### config.mk
export PLATFORM = sky130hd
export DESIGN_NAME = correlator_packetizer
export DESIGN_NICKNAME = d
export VERILOG_FILES = /design/src/rtl/correlator_packetizer.sv
export SDC_FILE = /design/constraint.sdc
export NUM_CORES = 1
export LEC_CHECK = 0
export BUFFER_PORTS_ARGS = -buffer_cell sky130_fd_sc_hd__buf_2
export CAP_MARGIN = 20
export CORE_MARGIN = 1.5
export CORE_UTILIZATION = 48
export CTS_CLUSTER_DIAMETER = 30
export DETAILED_ROUTE_END_ITERATION = 12
export PLACE_DENSITY = 0.76
export SYNTH_ARGS = -nofsm -noshare
export SYNTH_HDL_FRONTEND = slang
export SYNTH_SLANG_ARGS = --single-unit
### constraint.sdc
create_clock -name clk -period 13 [get_ports clk]
set_input_delay 1.95 -clock clk [delete_from_list [all_inputs] [get_ports clk]]
set_output_delay 1.95 -clock clk [all_outputs]
set_load 0.005 [all_outputs]
### src/rtl/correlator_packetizer.sv
// correlator_packetizer
//
// Captures a snapshot of coincidence-counter words and streams it out as a
// byte frame to a UART-style byte sink with a valid/ready handshake:
//   SYNC_BYTE, sequence byte, payload (word 0 first, each word LSB byte
//   first, zero-padded to whole bytes), optional checksum byte.
//
// Build option: define CORRELATOR_PACKETIZER_CHECKSUM_EN to append a CHECK
// byte (sum mod 256 of the sequence byte and all payload bytes). Without it
// the last payload byte ends the frame.
//
// Ports:
//   clk           - clock, all state on the rising edge
//   reset_n       - asynchronous active-low reset
//   data_in       - counter snapshot, word k at data_in[k*RESOLUTION +: RESOLUTION]
//   snap_pulse    - one-cycle capture request
//   enable        - permits new captures
//   tx_ready      - byte sink can accept
//   tx_data       - byte offered
//   tx_valid      - tx_data is valid
//   busy          - a frame is in progress
//   overrun       - sticky, a snapshot was dropped
//   clear_overrun - synchronous clear of overrun (a same-cycle drop wins)
module correlator_packetizer #(
  parameter int         RESOLUTION = 8,
  parameter int         NUM_WORDS  = 36,
  parameter logic [7:0] SYNC_BYTE  = 8'hA5
) (
  input  logic                            clk,
  input  logic                            reset_n,
  input  logic [RESOLUTION*NUM_WORDS-1:0] data_in,
  input  logic                            snap_pulse,
  input  logic                            enable,
  input  logic                            tx_ready,
  output logic [7:0]                      tx_data,
  output logic                            tx_valid,
  output logic                            busy,
  output logic                            overrun,
  input  logic                            clear_overrun
);

  localparam int BPW       = (RESOLUTION + 7) / 8;
  localparam int NUM_BYTES = NUM_WORDS * BPW;
  localparam int IDXW      = (NUM_BYTES > 1) ? $clog2(NUM_BYTES) : 1;
  localparam int PADW      = NUM_BYTES * 8;
  localparam logic [IDXW-1:0] LAST_IDX = IDXW'(NUM_BYTES - 1);

  typedef enum logic [2:0] {IDLE, SYNC, SEQ, PAYLOAD, CHECK} state_t;

  state_t            state_q, state_d;
  logic [7:0]        seqNum_q, seqNum_d;
  logic [IDXW-1:0]   byteIdx_q, byteIdx_d;
  logic              overrun_q, overrun_d;
  logic [PADW-1:0]   snapBuf_q;
  logic [PADW-1:0]   snapPadded;
  logic [7:0]        payloadByte;
  logic              captureEn;
`ifdef CORRELATOR_PACKETIZER_CHECKSUM_EN
  logic [7:0]        csum_q, csum_d;
`endif

  // Spread each counter word onto a whole number of bytes so the payload
  // can be read out as a flat byte array; padding bits stay zero.
  always_comb begin
    snapPadded = '0;
    for (int k = 0; k < NUM_WORDS; k++) begin
      snapPadded[k*BPW*8 +: RESOLUTION] = data_in[k*RESOLUTION +: RESOLUTION];
    end
  end

  // The byte index is widened by concatenation so the bit offset cannot
  // overflow the index width.
  assign payloadByte = snapBuf_q[{byteIdx_q, 3'b000} +: 8];

  // Snapshot buffer has no reset: its contents only matter once a capture
  // has loaded it.
  always_ff @(posedge clk) begin
    if (captureEn) begin
      snapBuf_q <= snapPadded;
    end
  end

  // Control state; reset returns to IDLE, which also forces the outputs low.
  always_ff @(posedge clk or negedge reset_n) begin
    if (!reset_n) begin
      state_q   <= IDLE;
      seqNum_q  <= 8'h00;
      byteIdx_q <= '0;
      overrun_q <= 1'b0;
`ifdef CORRELATOR_PACKETIZER_CHECKSUM_EN
      csum_q    <= 8'h00;
`endif
    end else begin
      state_q   <= state_d;
      seqNum_q  <= seqNum_d;
      byteIdx_q <= byteIdx_d;
      overrun_q <= overrun_d;
`ifdef CORRELATOR_PACKETIZER_CHECKSUM_EN
      csum_q    <= csum_d;
`endif
    end
  end

  // Frame sequencer. Outputs are decoded from the registered state, so
  // tx_valid/tx_data are stable while the sink stalls and every byte advance
  // waits for tx_ready.
  always_comb begin
    state_d   = state_q;
    seqNum_d  = seqNum_q;
    byteIdx_d = byteIdx_q;
    captureEn = 1'b0;
    tx_valid  = 1'b0;
    tx_data   = 8'h00;
    busy      = 1'b1;
`ifdef CORRELATOR_PACKETIZER_CHECKSUM_EN
    csum_d    = csum_q;
`endif
    case (state_q)
      IDLE: begin
        busy = 1'b0;
        if (snap_pulse && enable) begin
          captureEn = 1'b1;
          state_d   = SYNC;
        end
      end
      SYNC: begin
        tx_valid = 1'b1;
        tx_data  = SYNC_BYTE;
        if (tx_ready) state_d = SEQ;
      end
      SEQ: begin
        tx_valid = 1'b1;
        tx_data  = seqNum_q;
        if (tx_ready) begin
          state_d   = PAYLOAD;
          byteIdx_d = '0;
`ifdef CORRELATOR_PACKETIZER_CHECKSUM_EN
          csum_d    = seqNum_q;
`endif
        end
      end
      PAYLOAD: begin
        tx_valid = 1'b1;
        tx_data  = payloadByte;
        if (tx_ready) begin
`ifdef CORRELATOR_PACKETIZER_CHECKSUM_EN
          csum_d = csum_q + payloadByte;
`endif
          if (byteIdx_q == LAST_IDX) begin
            byteIdx_d = '0;
`ifdef CORRELATOR_PACKETIZER_CHECKSUM_EN
            state_d   = CHECK;
`else
            state_d   = IDLE;
            seqNum_d  = seqNum_q + 8'd1;
`endif
          end else begin
            byteIdx_d = byteIdx_q + 1'b1;
          end
        end
      end
      CHECK: begin
`ifdef CORRELATOR_PACKETIZER_CHECKSUM_EN
        tx_valid = 1'b1;
        tx_data  = csum_q;
        if (tx_ready) begin
          state_d  = IDLE;
          seqNum_d = seqNum_q + 8'd1;
        end
`else
        state_d = IDLE;
`endif
      end
      default: state_d = IDLE;
    endcase
  end

  // Sticky drop flag: a snapshot request outside IDLE (including the cycle
  // of the final byte) is lost and flagged; a same-cycle clear loses.
  always_comb begin
    overrun_d = overrun_q;
    if (clear_overrun) overrun_d = 1'b0;
    if (snap_pulse && enable && (state_q != IDLE)) overrun_d = 1'b1;
  end

  assign overrun = overrun_q;

endmodule

==> summary.md <==
| Metric | Value |
|---|---|
| Post-Synthesis Net Count | `890` |
| CP Cell Sequence | `buf_4, mux4_2, a211oi_1, nand2_1, a31o_1, buf_2` |
| Place WS | `7.66 ns` |
| Final count of hold timing violations | `0` |
| Routability cong. | `0.833` |
| Starting DRC count in detailed routing | `662` |
| CTS tree | `yes` |
| Static Leak | `5.80 nW` |
| Synth warn | `0` |
| Min-Delay Path Class | `register to register` |
| #FFs+latches synth | `305` |
| Avg Inst Size Synth | `20.2 µm²` |
| Fmax | `0.174 GHz` |
| WP data required | `11.05 ns` |
| Outcome | `complete, no violations` |
| Overflow after GRT | `0` |
| Seq/Total Area, Yosys | `76.0%` |
| Clock transition at path regs | `0.05 ns` |
| GRT Util Overall | `22.1%` |
| Max IR drop VDD | `0.161 mV` |
| Final worst slack | `7.25 ns` |
| Reg area | `9080 µm²` |
| Average wire per standard cell | `21.6 µm` |
| Io pins | `305` |
| Critical path class | `register to primary output` |
| Post-CTS setup buffer count | `0` |
| Largest net degree at the start of global routing | `200` |
| Synth top area share | `72.5%` |
| Mapped Area | `11900 µm²` |
| Unrepaired setup endpoints after global routing | `no` |
| Cells after Synth | `590` |
| Yosys top cell by area | `edfxtp_1` |
| Worst path arrival time | `3.80 ns` |
| First-pass GRT wire length | `41900 µm` |
| DRC Markers | `0` |
| Period Utilization, post-route | `44.3%` |
| Number of flops mapped to enable cells by yosys | `288` |
| Asr flop ratio synth | `5.57%` |
| Drt total wl | `28200 µm` |
| CORE AREA | `24400 µm²` |
| Overall power | `3.23 mW` |
| Fin crit period | `5.75 ns` |
| Cell variety after synth | `46` |
| Number of global-route vias before repair | `7335` |
| Hold-fix buffers, CTS | `0` |
| Final worst clock skew | `0.0312 ns` |
| Worst skew pair latency | `0.58 ns` |
| Crit-path slowest cell | `dfrtp_4` |
| Clock Sinks | `305` |
| Vias | `7032` |
| Initial Util | `48.9%` |
| H-tree depth | `2` |
| Final setup viols | `0` |
| Critical Path Start Type | `register` |
| Root Buffer | `clkbuf_16` |
| Clock buffer count from CTS | `59` |
| Initial antenna violation count | `4` |
| DIE WIDTH | `161 µm` |
| Cts repair resizes | `0` |
| Top cells by area, synth | `edfxtp_1 72%, mux4_2 11%, dfrtp_1 3.6%, mux2i_1 2.9%, a22oi_1 1.1%` |
| Normalized max-slew margin | `24.4%` |
| CP max stage delay | `0.92 ns` |
| Routed Antenna Nets | `0` |
| Max-Cap Viols | `0` |
| Endpoint class of the critical path | `primary output` |
| Synth Flop Type | `edfxtp_1` |
| Filler cells | `1693` |
| Fin. max-slew vios | `0` |
| CP max FO | `53` |
| Max clock buf depth | `3` |
| Tightest Pin Transition | `1.13 ns` |
| Detailed placer's ending HPWL | `19000 µm` |
| Rows | `57` |
| DR pass1 iterations | `4` |
| Number of port buffers | `304` |
| Area growth from synthesis to layout | `32.7%` |
| Multi-input combinational cell area | `2660 µm²` |
| TNS Setup | `0 ns` |
| Die area | `25800 µm²` |
| Number of nets in the layout | `1229` |
| Die Y-Extent | `161 µm` |
| Via density | `5.38` |
| Layout cells sized above 1 | `49.2%` |
| PwrDens | `204 nW/µm²` |
[cells by family (layout without fill, tap and decap cells)]
| kind of cell | after synthesis | count (layout) | synth area share (%) |
|---|---|---|---|
| adders and majority gates | 6 | 6 | 0.629 |
| muxes | 93 | 93 | 13.7 |
| and+or+nand+nor | 64 | 64 | 2.67 |
| AOI/OAI and AO/OA | 79 | 79 | 4.65 |
| xor gates and xnor gates | 7 | 7 | 0.514 |
| other | 0 | 4 | 0 |
| DFF | 305 | 305 | 76.0 |
| buffers and inverters | 36 | 424 | 1.80 |
[routing by layer]
metal | track usage, % | routed length [µm] | up-vias
met3 | 5.73 | 2390 | 51
met4 | 8.28 | 720 | 0
met1 | 28.1 | 10800 | 3456
met2 | 36.9 | 14200 | 355
li1 | - | - | 3170
met5 | 0 | 0 | -
[synth_stat cells, drive strengths merged (4+ instances only)]
master    n
o22ai     9
dfrtp    17
o221ai    8
edfxtp  288
a31oi     4
mux4     56
o21ai     7
a211oi    8
buf      19
clkbuf   13
a22oi    18
nor2      6
a21oi    10
mux2i    34
a31o      4
nand2    32
inv       4
nor2b     4
nand3     4
ha        6
xnor2     5
[cell type report]
class,instances,share of cell area [%]
sequential,305,57.3
multi-input combinational,249,16.8
clock inverter,44,3.43
antenna,4,0.0632
clock buffer,66,9.62
inverter,4,0.0948
timing repair buffer,310,10.1
tap,324,2.56
[registers in the layout, summed over array words and instances, names as in the netlist]
name,cells
state_q,2
byteIdx_q,6
seqNum_q,8
overrun,1
snapBuf_q,288
[critical path, delay by kind of cell, from the launching register on]
kind	cells	cell delay, ns
buffers and inverters	2	0.96
and+or+nand+nor	1	0.09
DFF	1	0.92
muxes	1	0.59
AOI/OAI and AO/OA	2	0.62
[per-stage QoR]
| stage | util (%) | cells | hold slack (ns) | area [µm²] |
|---|---|---|---|---|
| after floorplan | - | 590 | 0.446 | 11900 |
| after global placement | 56.3 | 1191 | 0.461 | 13700 |
| after detailed placement | 56.3 | 1191 | 0.467 | 13700 |
| after CTS | 64.8 | 1301 | 0.476 | 15800 |
| after global routing | 64.9 | 1304 | 0.491 | 15800 |
| final | 64.9 | 1306 | 0.474 | 15800 |
[final timing paths]
check / from / endpoint / cells after the start / slack (ns)
max: byteIdx_q[0] / tx_data[0] / 6 / 7.25
min: seqNum_q[7] / seqNum_q[7] / 1 / 0.47
max reg2reg: state_q[1] / snapBuf_q[6] / 7 / 9.57
min reg2reg: seqNum_q[7] / seqNum_q[7] / 1 / 0.47
max in group asynchronous: reset_n / byteIdx_q[0] / 1 / 11.31
min in group asynchronous: reset_n / state_q[0] / 1 / 1.33
[cell usage in the layout, fill, tap and decap left out, types with 3 or more instances in the layout]
cell,instances
bufinv_16,8
mux2i_1,34
nor2_1,4
nand3_1,4
dfrtp_1,14
a31oi_1,4
a31o_1,4
clkinvlp_4,6
o2bb2ai_1,3
mux2_2,3
edfxtp_1,288
o221ai_1,8
nand4_1,3
nor3b_1,3
buf_4,4
clkbuf_1,6
diode_2,4
ha_1,6
inv_8,3
clkbuf_16,60
xnor2_1,5
mux4_2,56
buf_2,304
nand2_1,32
nand3b_1,3
a211oi_1,8
o21ai_0,6
clkinv_4,6
o22ai_1,9
clkinv_2,12
a21oi_1,10
a22oi_1,18
inv_6,7
inv_1,4
[report_power, final]
group          internal, mW  leakage (nW)  switching, mW
clock network          1.02          1.00          0.521
registers              1.20          2.86         0.0649
logic                 0.207          1.95          0.218
total                  2.43          5.80          0.804
(Power assumes the default switching activity.)
